## src/rtl/frame_buffer_reader_pkg.sv

```systemverilog
// Shared constants and types for the downsampled double-buffered frame buffer.
package fb_pkg;
  localparam int unsigned HCOUNT       = 160;
  localparam int unsigned VCOUNT       = 90;
  localparam int unsigned FRAME_PIXELS = HCOUNT * VCOUNT;
  localparam int unsigned FB_ADDR_W    = $clog2(2 * FRAME_PIXELS);

  typedef enum logic {
    FRONT_STABLE,
    SWAP_PENDING
  } swap_state_t;
endpackage

```

## src/rtl/frame_buffer_reader_if.sv

```systemverilog
// BRAM read port between the frame buffer reader (master) and the BRAM (slave).
interface frame_buffer_reader_if #(
  parameter int unsigned ADDR_W = fb_pkg::FB_ADDR_W,
  parameter int unsigned DATA_W = 8
);
  logic [ADDR_W-1:0] addr_out;
  logic [DATA_W-1:0] bram_data_in;

  modport master (output addr_out, input bram_data_in);
  modport slave  (input addr_out, output bram_data_in);
endinterface

```

## src/rtl/frame_buffer_reader_sig_delay.sv

```systemverilog
// Fixed-depth shift register with synchronous clear, used to realign side signals.
module sig_delay #(
  parameter int unsigned WIDTH = 1,
  parameter int unsigned DEPTH = 1
) (
  input  logic             clk,
  input  logic             rst,
  input  logic [WIDTH-1:0] sig,
  output logic [WIDTH-1:0] delayed
);
  logic [WIDTH-1:0] stage [DEPTH];

  always_ff @(posedge clk) begin
    if (rst) begin
      for (int unsigned i = 0; i < DEPTH; i++) stage[i] <= '0;
    end else begin
      stage[0] <= sig;
      for (int unsigned i = 1; i < DEPTH; i++) stage[i] <= stage[i-1];
    end
  end

  assign delayed = stage[DEPTH-1];
endmodule

```

## src/rtl/frame_buffer_reader.sv

```systemverilog
// Read side of the double-buffered downsampled frame buffer: coordinate mapping,
// BRAM addressing, pixel/timing realignment and front/back buffer swapping.
module frame_buffer_reader #(
  parameter int unsigned HCOUNT       = fb_pkg::HCOUNT,
  parameter int unsigned VCOUNT       = fb_pkg::VCOUNT,
  parameter int unsigned SCALE_LOG2   = 3,
  parameter int unsigned BRAM_LATENCY = 2,
  parameter int unsigned PIXEL_WIDTH  = 8
) (
  input  logic                   clk_in,
  input  logic                   rst_in,
  input  logic [10:0]            hcount_in,
  input  logic [9:0]             vcount_in,
  input  logic                   active_draw_in,
  input  logic                   hsync_in,
  input  logic                   vsync_in,
  input  logic                   new_frame_in,
  input  logic                   wr_frame_done_in,
  frame_buffer_reader_if.master  bram,
  output logic [PIXEL_WIDTH-1:0] pixel_out,
  output logic                   active_draw_out,
  output logic                   hsync_out,
  output logic                   vsync_out,
  output logic                   wr_buf_sel_out,
  output logic [7:0]             frames_dropped_out
);
  import fb_pkg::*;

  localparam int unsigned LAT    = 3 + BRAM_LATENCY;
  localparam int unsigned ADDR_W = $clog2(2 * HCOUNT * VCOUNT);
  localparam logic [ADDR_W-1:0] FRAME_OFFSET = ADDR_W'(HCOUNT * VCOUNT);

  swap_state_t state, state_nxt;
  logic        rd_buf, rd_buf_nxt;
  logic [7:0]  dropped_nxt;

  logic [10:0] x_next, x_q;
  logic [9:0]  y_next, y_q;
  logic        inb_next, inb_q, inb_s2, inb_data;
  logic [ADDR_W-1:0] addr_calc, addr_q;

  // Stage 1: downscale display coordinates and flag in-buffer pixels.
  assign x_next   = hcount_in >> SCALE_LOG2;
  assign y_next   = vcount_in >> SCALE_LOG2;
  assign inb_next = active_draw_in && (x_next < 11'(HCOUNT)) && (y_next < 10'(VCOUNT));

  always_ff @(posedge clk_in) begin
    if (rst_in) begin
      x_q   <= '0;
      y_q   <= '0;
      inb_q <= 1'b0;
    end else begin
      x_q   <= x_next;
      y_q   <= y_next;
      inb_q <= inb_next;
    end
  end

  // rd_buf is sampled here; swaps occur at frame start, so only blanking
  // addresses already in flight see the new buffer and no flush is required.
  assign addr_calc = (rd_buf ? FRAME_OFFSET : '0)
                   + ADDR_W'(y_q) * ADDR_W'(HCOUNT)
                   + ADDR_W'(x_q);

  always_ff @(posedge clk_in) begin
    if (rst_in) begin
      addr_q <= '0;
      inb_s2 <= 1'b0;
    end else begin
      addr_q <= inb_q ? addr_calc : '0;
      inb_s2 <= inb_q;
    end
  end

  assign bram.addr_out = addr_q;

  sig_delay #(.WIDTH(1), .DEPTH(BRAM_LATENCY)) u_inb_delay (
    .clk     (clk_in),
    .rst     (rst_in),
    .sig     (inb_s2),
    .delayed (inb_data)
  );

  always_ff @(posedge clk_in) begin
    if (rst_in) pixel_out <= '0;
    else        pixel_out <= inb_data ? bram.bram_data_in : '0;
  end

  sig_delay #(.WIDTH(3), .DEPTH(LAT)) u_timing_delay (
    .clk     (clk_in),
    .rst     (rst_in),
    .sig     ({active_draw_in, hsync_in, vsync_in}),
    .delayed ({active_draw_out, hsync_out, vsync_out})
  );

  always_ff @(posedge clk_in) begin
    if (rst_in) begin
      state              <= FRONT_STABLE;
      rd_buf             <= 1'b0;
      frames_dropped_out <= '0;
    end else begin
      state              <= state_nxt;
      rd_buf             <= rd_buf_nxt;
      frames_dropped_out <= dropped_nxt;
    end
  end

  always_comb begin
    state_nxt   = state;
    rd_buf_nxt  = rd_buf;
    dropped_nxt = frames_dropped_out;
    case (state)
      FRONT_STABLE: begin
        if (wr_frame_done_in && new_frame_in) rd_buf_nxt = ~rd_buf;
        else if (wr_frame_done_in)            state_nxt  = SWAP_PENDING;
      end
      SWAP_PENDING: begin
        if (new_frame_in) begin
          rd_buf_nxt = ~rd_buf;
          state_nxt  = FRONT_STABLE;
        end else if (wr_frame_done_in && frames_dropped_out != 8'hFF) begin
          dropped_nxt = frames_dropped_out + 8'd1;
        end
      end
      default: state_nxt = FRONT_STABLE;
    endcase
  end

  assign wr_buf_sel_out = ~rd_buf;
endmodule
```

## src/flat_wrapper.sv

```systemverilog
// flat-port wrapper written by rule: the top's interface ports become plain ports
module frame_buffer_reader_flat import fb_pkg::*;
#(
  parameter int unsigned HCOUNT       = fb_pkg::HCOUNT,
  parameter int unsigned VCOUNT       = fb_pkg::VCOUNT,
  parameter int unsigned SCALE_LOG2   = 3,
  parameter int unsigned BRAM_LATENCY = 2,
  parameter int unsigned PIXEL_WIDTH  = 8
)
  (clk_in, rst_in, hcount_in, vcount_in, active_draw_in, hsync_in, vsync_in, new_frame_in, wr_frame_done_in, pixel_out, active_draw_out, hsync_out, vsync_out, wr_buf_sel_out, frames_dropped_out, bram_addr_out, bram_bram_data_in);
  frame_buffer_reader_if bram_i ();
  input  logic clk_in;
  input  logic rst_in;
  input  logic [10:0] hcount_in;
  input  logic [9:0] vcount_in;
  input  logic active_draw_in;
  input  logic hsync_in;
  input  logic vsync_in;
  input  logic new_frame_in;
  input  logic wr_frame_done_in;
  output logic [PIXEL_WIDTH-1:0] pixel_out;
  output logic active_draw_out;
  output logic hsync_out;
  output logic vsync_out;
  output logic wr_buf_sel_out;
  output logic [7:0] frames_dropped_out;
  output wire logic [$bits(bram_i.addr_out)-1:0] bram_addr_out;
  input wire logic [$bits(bram_i.bram_data_in)-1:0] bram_bram_data_in;
  assign bram_addr_out = bram_i.addr_out;
  assign bram_i.bram_data_in = bram_bram_data_in;
  frame_buffer_reader #(.HCOUNT(HCOUNT), .VCOUNT(VCOUNT), .SCALE_LOG2(SCALE_LOG2), .BRAM_LATENCY(BRAM_LATENCY), .PIXEL_WIDTH(PIXEL_WIDTH)) u_core (.clk_in(clk_in), .rst_in(rst_in), .hcount_in(hcount_in), .vcount_in(vcount_in), .active_draw_in(active_draw_in), .hsync_in(hsync_in), .vsync_in(vsync_in), .new_frame_in(new_frame_in), .wr_frame_done_in(wr_frame_done_in), .bram(bram_i), .pixel_out(pixel_out), .active_draw_out(active_draw_out), .hsync_out(hsync_out), .vsync_out(vsync_out), .wr_buf_sel_out(wr_buf_sel_out), .frames_dropped_out(frames_dropped_out));
endmodule
```

## config.mk

```make
export PLATFORM = sky130hd
export DESIGN_NAME = frame_buffer_reader_flat
export DESIGN_NICKNAME = d
export VERILOG_FILES = /design/src/rtl/frame_buffer_reader_pkg.sv /design/src/rtl/frame_buffer_reader_if.sv /design/src/rtl/frame_buffer_reader_sig_delay.sv /design/src/rtl/frame_buffer_reader.sv /design/src/flat_wrapper.sv
export SDC_FILE = /design/constraint.sdc
export NUM_CORES = 1
export LEC_CHECK = 0
export CAP_MARGIN = 10
export CORE_MARGIN = 4
export CORE_UTILIZATION = 35
export CTS_BUF_LIST = sky130_fd_sc_hd__clkbuf_16
export DETAILED_ROUTE_END_ITERATION = 8
export PLACE_DENSITY = 0.61
export SYNTH_ARGS = -nofsm -noshare
export SYNTH_HDL_FRONTEND = slang
export SYNTH_SLANG_ARGS = --single-unit
```

## constraint.sdc

```tcl
create_clock -name clk_in -period 4.2 [get_ports clk_in]
set_input_delay 0.84 -clock clk_in [delete_from_list [all_inputs] [get_ports clk_in]]
set_output_delay 0.84 -clock clk_in [all_outputs]
set_load 0.005 [all_outputs]
```

==> results of run 1 <==
## per-stage QoR
stage               instances  hold slack (ns)  area, sq um  setup slack [ns]  utilization
finish                    410           0.4217         3616             1.070       0.5207
global route              410           0.4371         3616            0.8309       0.5207
CTS                       410           0.4242         3616             1.046       0.5207
detailed placement        394           0.4115         3306             1.051       0.4760
global placement          394           0.4089         3306             1.075       0.4760
floorplan                 237           0.4057         2552             1.251            -
## per-layer routing
metal / up-vias / GRT usage / wire, microns / part of all wire
li1: 919 / - / - / -
met1: 761 / 0.1336 / 1994 / 0.45
met2: 57 / 0.1620 / 2000 / 0.45
met3: 6 / 0.05792 / 399 / 0.089
met4: 0 / 0.07082 / 77 / 0.017
met5: - / 0 / 0 / 0
## critical path: cells and delay by family (launching register included)
family / cells / cell delay (ns)
adders and majority gates: 4 / 1.22
and+or+nand+nor: 1 / 0.15
xor gates and xnor gates: 2 / 0.36
DFF: 1 / 0.31
AOI/OAI and AO/OA: 6 / 0.97
## sequential cells by signal, summed over array words and instances, names as in the netlist, 2 cells and up
register and flops:
u_core.bram.addr_out 15, u_core.u_timing_delay.stage 15, u_core.frames_dropped_out 8, u_core.pixel_out 8, u_core.x_q 8, u_core.y_q 7, u_core.u_inb_delay.stage 2
## power groups by stage
stage	clock network, W	logic [W]	registers, W
floorplan	0	0.0000794	0.000674
global placement	0	0.000131	0.000675
detailed placement	0	0.000133	0.000675
CTS	0.000792	0.000134	0.000661
global route	0.000822	0.000151	0.000663
finish	0.000765	0.000132	0.000661
## cell usage in the layout (no fill, tap or decap), types with 4 or more instances in the layout
cell / instances
sky130_fd_sc_hd__dfxtp_1: 67
sky130_fd_sc_hd__clkbuf_16: 9
sky130_fd_sc_hd__a21oi_1: 7
sky130_fd_sc_hd__nor2b_1: 34
sky130_fd_sc_hd__o21ai_0: 4
sky130_fd_sc_hd__clkdlybuf4s50_1: 64
sky130_fd_sc_hd__xor2_1: 5
sky130_fd_sc_hd__inv_1: 14
sky130_fd_sc_hd__nand2_1: 8
sky130_fd_sc_hd__xnor2_1: 10
sky130_fd_sc_hd__nor2_1: 16
sky130_fd_sc_hd__nand3_1: 4
sky130_fd_sc_hd__ha_1: 21
sky130_fd_sc_hd__and2_1: 16
## worst paths after layout
path,start,slack [ns],depth (start not counted),end
hold / removal,u_core.x_q[2],0.42,1,u_core.bram.addr_out[2]
setup / recovery,u_core.y_q[2],1.07,13,u_core.bram.addr_out[14]
hold reg to reg,u_core.x_q[2],0.42,1,u_core.bram.addr_out[2]
setup reg to reg,u_core.y_q[2],1.07,13,u_core.bram.addr_out[14]
## area by class of cell
| type | count | area [sq um] | area share |
|---|---|---|---|
| clock buffer | 9 | 225.2 | 0.06228 |
| clock inverter | 7 | 85.08 | 0.02353 |
| inverter | 13 | 48.80 | 0.01349 |
| multi-input combinational | 153 | 1147 | 0.3173 |
| sequential | 67 | 1341 | 0.3709 |
| tap | 96 | 120.1 | 0.03322 |
| timing repair buffer | 65 | 648.1 | 0.1792 |
## logic make-up after synthesis
logic type | synth area share
AND/OR/NAND/NOR | 0.1976
buffers and inverters | 0.02500
multiplexers | 0.003922
adder cells (fa/ha/maj) | 0.1265
XOR/XNOR | 0.06029
flip-flops | 0.5255
AO/OA/AOI/OAI | 0.06128
==> impl_metrics.sql, run 1 <==
INSERT INTO impl_metrics (metric_group, metric, value, unit) VALUES
('power', 'leak_pwr', '1.527', 'nW'),
('floorplan', 'floorplan.core_area', '0.006944', 'sq mm'),
('cells_and_area', 'fillerInstances', '655', ''),
('cts', 'cts-hold-fix-buffers', '0', ''),
('worst_setup_path', 'timing.setup.critical_path_class', 'register to register', ''),
('placement', 'io_buffer_count', '64', ''),
('floorplan', 'die_width', '93.40', 'microns'),
('timing', 'worst_relative_slew_slack', '0.7213', ''),
('synthesis', 'synthDistinctLibCells', '34', ''),
('route', 'num_vias', '1743', ''),
('route', 'detailed_router_iteration_count_before_antenna_repair', '4', ''),
('timing', 'clock_skew', '0.005293', 'ns'),
('run', 'cap_violations', '0', ''),
('placement', 'dp.final_hpwl', '3209', 'microns'),
('timing', 'period_minus_slack', '3.130', 'ns'),
('power', 'combPwrFrac', '0.085', ''),
('cts', 'clock_tree.root_cell', 'sky130_fd_sc_hd__clkbuf_16', ''),
('timing', 'setup_total_negative_slack', '0', 'ns'),
('grt', 'grt_max_degree', '44', ''),
('timing', 'timing.final.crit_share', '0.7452', ''),
('cells_and_area', 'final_nets', '369', ''),
('cts', 'post-cts-setup-buffer-count', '0', ''),
('worst_setup_path', 'worst_path_max_delay_cell', 'sky130_fd_sc_hd__ha_1', ''),
('power', 'p_int', '0.001241', 'W'),
('floorplan', 'rows', '30', ''),
('synthesis', 'synth.most_common_cell', 'sky130_fd_sc_hd__dfxtp_1', ''),
('placement', 'place_congestion', '0.7629', ''),
('route', 'drt_wl_total', '4471', 'microns'),
('floorplan', 'die_y', '93.40', 'microns'),
('synthesis', 'ys_dominant_reg_cell', 'sky130_fd_sc_hd__dfxtp_1', ''),
('cts', 'tritoncts', 'done', ''),
('outcome', 'status', 'complete, no violations', ''),
('power', 'max-vdd-ir-drop', '0.0002063', 'V'),
('synthesis', 'mappedNetlistNets', '297', ''),
('timing', 'unrepaired_setup_endpoints_after_global_routing', 'false', ''),
('synthesis', 'synth_top_area_share', '0.5255', ''),
('synthesis', 'synth.yosys.seq_area_share', '0.5255', ''),
('power', 'power.share.clock', '0.491', ''),
('route', 'mean_number_of_vias_per_cell', '4.251', ''),
('timing', 'max_slew.worst_pin.slew', '0.4180', 'ns'),
('cells_and_area', 'area_growth_from_synthesis_to_layout', '41.67', '%'),
('worst_setup_path', 'worstPathRequired', '4.41', 'ns'),
('power', 'power_per_cell_area', '430.9', 'mW/mm^2'),
('power', 'power.share.switching', '0.2034', ''),
('worst_hold_path', 'hp-class', 'register to register', ''),
('floorplan', 'start_util', '0.3676', ''),
('synthesis', 'syn-instance-count', '237', ''),
('timing', 'setup-violations-final', '0', ''),
('power', 'seq_power_share', '0.424', ''),
('synthesis', 'count_of_flip_flops_with_a_built_in_enable_after_synthesis', '0', ''),
('grt', 'grt_antenna_before_repair', '0', ''),
('timing', 'finalHoldViolations', '0', ''),
('synthesis', 'async_flop_share', '0', ''),
('cells_and_area', 'fraction_of_layout_instances_using_a_drive_strength_above_1', '0.05732', ''),
('route', 'post-route-drc-count', '0', ''),
('timing', 'max_fclk', '319.5', 'MHz'),
('worst_setup_path', 'timing.critical_path.from_type', 'register', ''),
('synthesis', 'synthesized_area_per_cell', '10.77', 'sq um'),
('cts', 'worst_skew_pair.late_latency', '0.32', 'ns'),
('power', 'netSwitchingPower', '0.0003169', 'W'),
('cells_and_area', 'antenna-diode-count', '0', ''),
('cts', 'clkSlewWorstSetupHoldPaths', '0.05', 'ns'),
('power', 'finalPower', '0.001558', 'W'),
('cts', 'cts_inserted_buffers', '9', ''),
('timing', 'slew_violations', '0', ''),
('grt', 'gr-total-overflow', '0', ''),
('worst_setup_path', 'cpMostUsedCell', 'sky130_fd_sc_hd__ha_1', ''),
('cts', 'cts_repair_resize_count', '0', ''),
('cts', 'clock_tree.htree_level_count', '3', ''),
('grt', 'grt_pass1_vias', '1692', ''),
('cts', 'tritoncts_num_sinks', '67', '');
Power figures use the tool's default switching activity.
==> run 2, diff against run 1 <==
--- a/config.mk
+++ b/config.mk
@@ -10,7 +10,7 @@
 export CORE_UTILIZATION = 35
 export CTS_BUF_LIST = sky130_fd_sc_hd__clkbuf_16
 export DETAILED_ROUTE_END_ITERATION = 8
-export PLACE_DENSITY = 0.61
+export PLACE_DENSITY = 0.64
 export SYNTH_ARGS = -nofsm -noshare
 export SYNTH_HDL_FRONTEND = slang
 export SYNTH_SLANG_ARGS = --single-unit
==> constraint.sdc (replaced) <==
create_clock -name clk_in -period 2.5 [get_ports clk_in]
set_input_delay 0.5 -clock clk_in [delete_from_list [all_inputs] [get_ports clk_in]]
set_output_delay 0.5 -clock clk_in [all_outputs]
set_load 0.005 [all_outputs]
==> impl_metrics.sql, run 2 (synthesis gave the netlist of run 1 again) <==
INSERT INTO impl_metrics (metric_group, metric, value, unit) VALUES
('route', 'post_detailed_route_wirelength_per_cell', '11.01', 'microns'),
('worst_setup_path', 'cpMostUsedCell', 'sky130_fd_sc_hd__ha_4', ''),
('placement', 'placed_cells_incl_taps', '411', ''),
('worst_setup_path', 'timing.critical_path.max_delay_family', 'adder cells', ''),
('timing', 'slew_violations', '0', ''),
('worst_hold_path', 'hp-class', 'register to register', ''),
('timing', 'setup_total_negative_slack', '-0.4507', 'ns'),
('timing', 'worst_relative_slew_slack', '0.7041', ''),
('cells_and_area', 'mostFrequentLayoutCell', 'sky130_fd_sc_hd__clkdlybuf4s50_1', ''),
('cts', 'clock_path_buffers', '2', ''),
('cts', 'cts_inserted_buffers', '9', ''),
('cts', 'tritoncts', 'done', ''),
('timing', 'period_minus_slack', '2.817', 'ns'),
('timing', 'max_slew.worst_pin.slew', '0.4438', 'ns'),
('cells_and_area', 'layout.area.seq', '0.001346', 'sq mm'),
('worst_hold_path', 'min_path_cells', '1', ''),
('grt', 'grt_use_total', '0.1182', ''),
('worst_setup_path', 'cp_num_cells', '13', ''),
('route', 'antenna_violating_nets_post_route', '0', ''),
('worst_setup_path', 'worst_flop_to_flop_path_startpoint', 'u_core.y_q[2]', ''),
('cts', 'cts-hold-fix-buffers', '0', ''),
('placement', 'io_buffer_count', '64', ''),
('cts', 'worst_skew_pair.late_latency', '0.33', 'ns'),
('worst_setup_path', 'arrival', '3.03', 'ns'),
('route', 'drt_wl_total', '4711', 'microns'),
('power', 'leak_pwr', '1.598', 'nW'),
('grt', 'grt_pass1_vias', '1696', ''),
('cts', 'tritoncts_num_sinks', '67', ''),
('cts', 'clock_tree.htree_level_count', '3', ''),
('timing', 'clock_skew', '0.008276', 'ns'),
('floorplan', 'die_y', '93.40', 'microns'),
('grt', 'grt_max_degree', '33', ''),
('worst_setup_path', 'timing.critical_path.to_type', 'register', ''),
('grt', 'grt_antenna_before_repair', '0', ''),
('placement', 'place_congestion', '0.7147', ''),
('cells_and_area', 'most-common-layout-cells', 'sky130_fd_sc_hd__clkdlybuf4s50_1, sky130_fd_sc_hd__dfxtp_1, sky130_fd_sc_hd__nor2b_1, sky130_fd_sc_hd__buf_4', ''),
('timing', 'setup-violations-final', '2', ''),
('floorplan', 'dieArea', '0.008723', 'sq mm'),
('grt', 'gr-total-overflow', '0', ''),
('grt', 'grt_first_pass_wirelength', '7721', 'microns'),
('cells_and_area', 'fin_area', '0.003859', 'sq mm'),
('floorplan', 'floorplan.core_area', '0.006944', 'sq mm'),
('worst_setup_path', 'worst_path_max_delay_cell', 'sky130_fd_sc_hd__dfxtp_2', ''),
('timing', 'timing.final.crit_share', '1.127', ''),
('route', 'mean_number_of_vias_per_cell', '4.278', ''),
('worst_setup_path', 'timing.critical_path.fanout_max', '3', ''),
('worst_setup_path', 'critical_path.startpoint', 'u_core.y_q[2]', ''),
('worst_hold_path', 'hold_path.startpoint', 'u_core.x_q[0]', ''),
('cells_and_area', 'area_growth_from_synthesis_to_layout', '51.18', '%'),
('cells_and_area', 'antenna-diode-count', '0', ''),
('route', 'num_vias', '1831', ''),
('worst_setup_path', 'cpPeakStageDelay', '0.33', 'ns'),
('worst_setup_path', 'crit_chain', 'ha_4 -> ha_4 -> a21o_1 -> a21oi_2 -> o21bai_1 -> a21oi_2 -> xnor2_2 -> ha_1 -> ha_4 -> a21o_1 -> a31oi_1 -> xnor3_1 -> and2_1', ''),
('route', 'detail_route.iter0.violations', '71', ''),
('outcome', 'status', 'finished, violations left', ''),
('cells_and_area', 'fraction_of_layout_instances_using_a_drive_strength_above_1', '0.1717', ''),
('floorplan', 'start_util', '0.3676', ''),
('cells_and_area', 'area_used_by_multi_input_combinational_logic', '0.001289', 'sq mm'),
('timing', 'postLayoutSetupSlackWorst', '-0.3174', 'ns'),
('timing', 'max_fclk', '354.9', 'MHz'),
('cts', 'clkSlewWorstSetupHoldPaths', '0.05', 'ns'),
('worst_setup_path', 'cp.buffers_inverters', '0', ''),
('placement', 'detailedPlace.worstSlack', '-0.3234', 'ns'),
('worst_setup_path', 'timing.critical_path.from_type', 'register', ''),
('floorplan', 'pin_count', '71', ''),
('power', 'power_per_cell_area', '647.4', 'mW/mm^2'),
('floorplan', 'rows', '30', ''),
('outcome', 'failed_checks', 'setup timing', ''),
('timing', 'unrepaired_setup_endpoints_after_global_routing', 'true', ''),
('worst_setup_path', 'worstPathRequired', '2.72', 'ns'),
('route', 'detailed_router_iteration_count_before_antenna_repair', '4', ''),
('worst_setup_path', 'ff2ff_path_depth', '13', ''),
('cells_and_area', 'fillerInstances', '587', ''),
('cells_and_area', 'instances_no_fill', '428', ''),
('cells_and_area', 'final_nets', '388', ''),
('placement', 'placement.cell_area', '0.003535', 'sq mm'),
('placement', 'dp.final_hpwl', '3512', 'microns'),
('run', 'cap_violations', '0', ''),
('power', 'finalPower', '0.002498', 'W'),
('floorplan', 'die_width', '93.40', 'microns'),
('worst_setup_path', 'timing.setup.critical_path_class', 'register to register', ''),
('route', 'post-route-drc-count', '0', ''),
('timing', 'finalHoldViolations', '0', ''),
('power', 'max-vdd-ir-drop', '0.0004417', 'V'),
('cts', 'clock_tree.root_cell', 'sky130_fd_sc_hd__clkbuf_16', '');
run 2: cell types whose count changed in the layout (fill, tap and decap cells not counted), moves of 4 or more:
cell	delta
sky130_fd_sc_hd__buf_4	+18
sky130_fd_sc_hd__ha_1	-7
sky130_fd_sc_hd__ha_4	+7
sky130_fd_sc_hd__a21oi_1	-4
sky130_fd_sc_hd__dfxtp_1	-4
sky130_fd_sc_hd__dfxtp_2	+4
run 2: area by class of cell:
type	instances	share of cell area
multi-input cells	153	0.3340
repair buffers	84	0.2059
inverters	13	0.01265
flip-flops and latches	67	0.3489
clock inverters	6	0.009079
well taps	96	0.03113
clock buffers	9	0.05837
run 2: routing by layer:
layer | global-route usage | part of all wire | wire length, microns
met1 | 0.1317 | 0.44 | 2079
met2 | 0.1799 | 0.46 | 2163
met3 | 0.06758 | 0.078 | 367
met4 | 0.05861 | 0.021 | 100
met5 | 0 | 0 | 0
run 2: path summary, 6_finish.rpt:
| path | endpoint | slack [ns] |
|---|---|---|
| hold / removal | u_core.bram.addr_out[0] | 0.43 |
| setup reg to reg | u_core.bram.addr_out[14] | -0.32 |
| setup / recovery | u_core.bram.addr_out[14] | -0.32 |
| hold reg to reg | u_core.bram.addr_out[0] | 0.43 |
run 2: worst reg2reg max path: cells and delay by family, from the launching register on:
| kind | cells | cell delay (ns) |
|---|---|---|
| xor+xnor | 2 | 0.30 |
| fa+ha+maj | 4 | 1.03 |
| compound gates | 6 | 0.92 |
| simple gates | 1 | 0.14 |
| flops | 1 | 0.33 |
run 2: stage by stage:
step | utilization | hold slack, ns
2_1_floorplan | - | 0.4057
3_3_place_gp | 0.5090 | 0.4102
3_5_place_dp | 0.5090 | 0.4160
4_1_cts | 0.5479 | 0.4297
5_1_grt | 0.5557 | 0.4447
6_report | 0.5557 | 0.4267
run 2: what timing repair did:
| item | in CTS | in global routing |
|---|---|---|
| setup endpoints to repair | 3 | 4 |
| setup buffers | 0 | 2 |
| pin swaps | 1 | 7 |
| resized for setup | 3 | 7 |
run 2: power by group:
part / switching [W] / internal (W) / total [W] / leakage (nW)
combinational: 0.000122 / 0.000181 / 0.000304 / 0.926
sequential: 0.0000118 / 0.00110 / 0.00111 / 0.548
clock: 0.000429 / 0.000654 / 0.00108 / 0.124
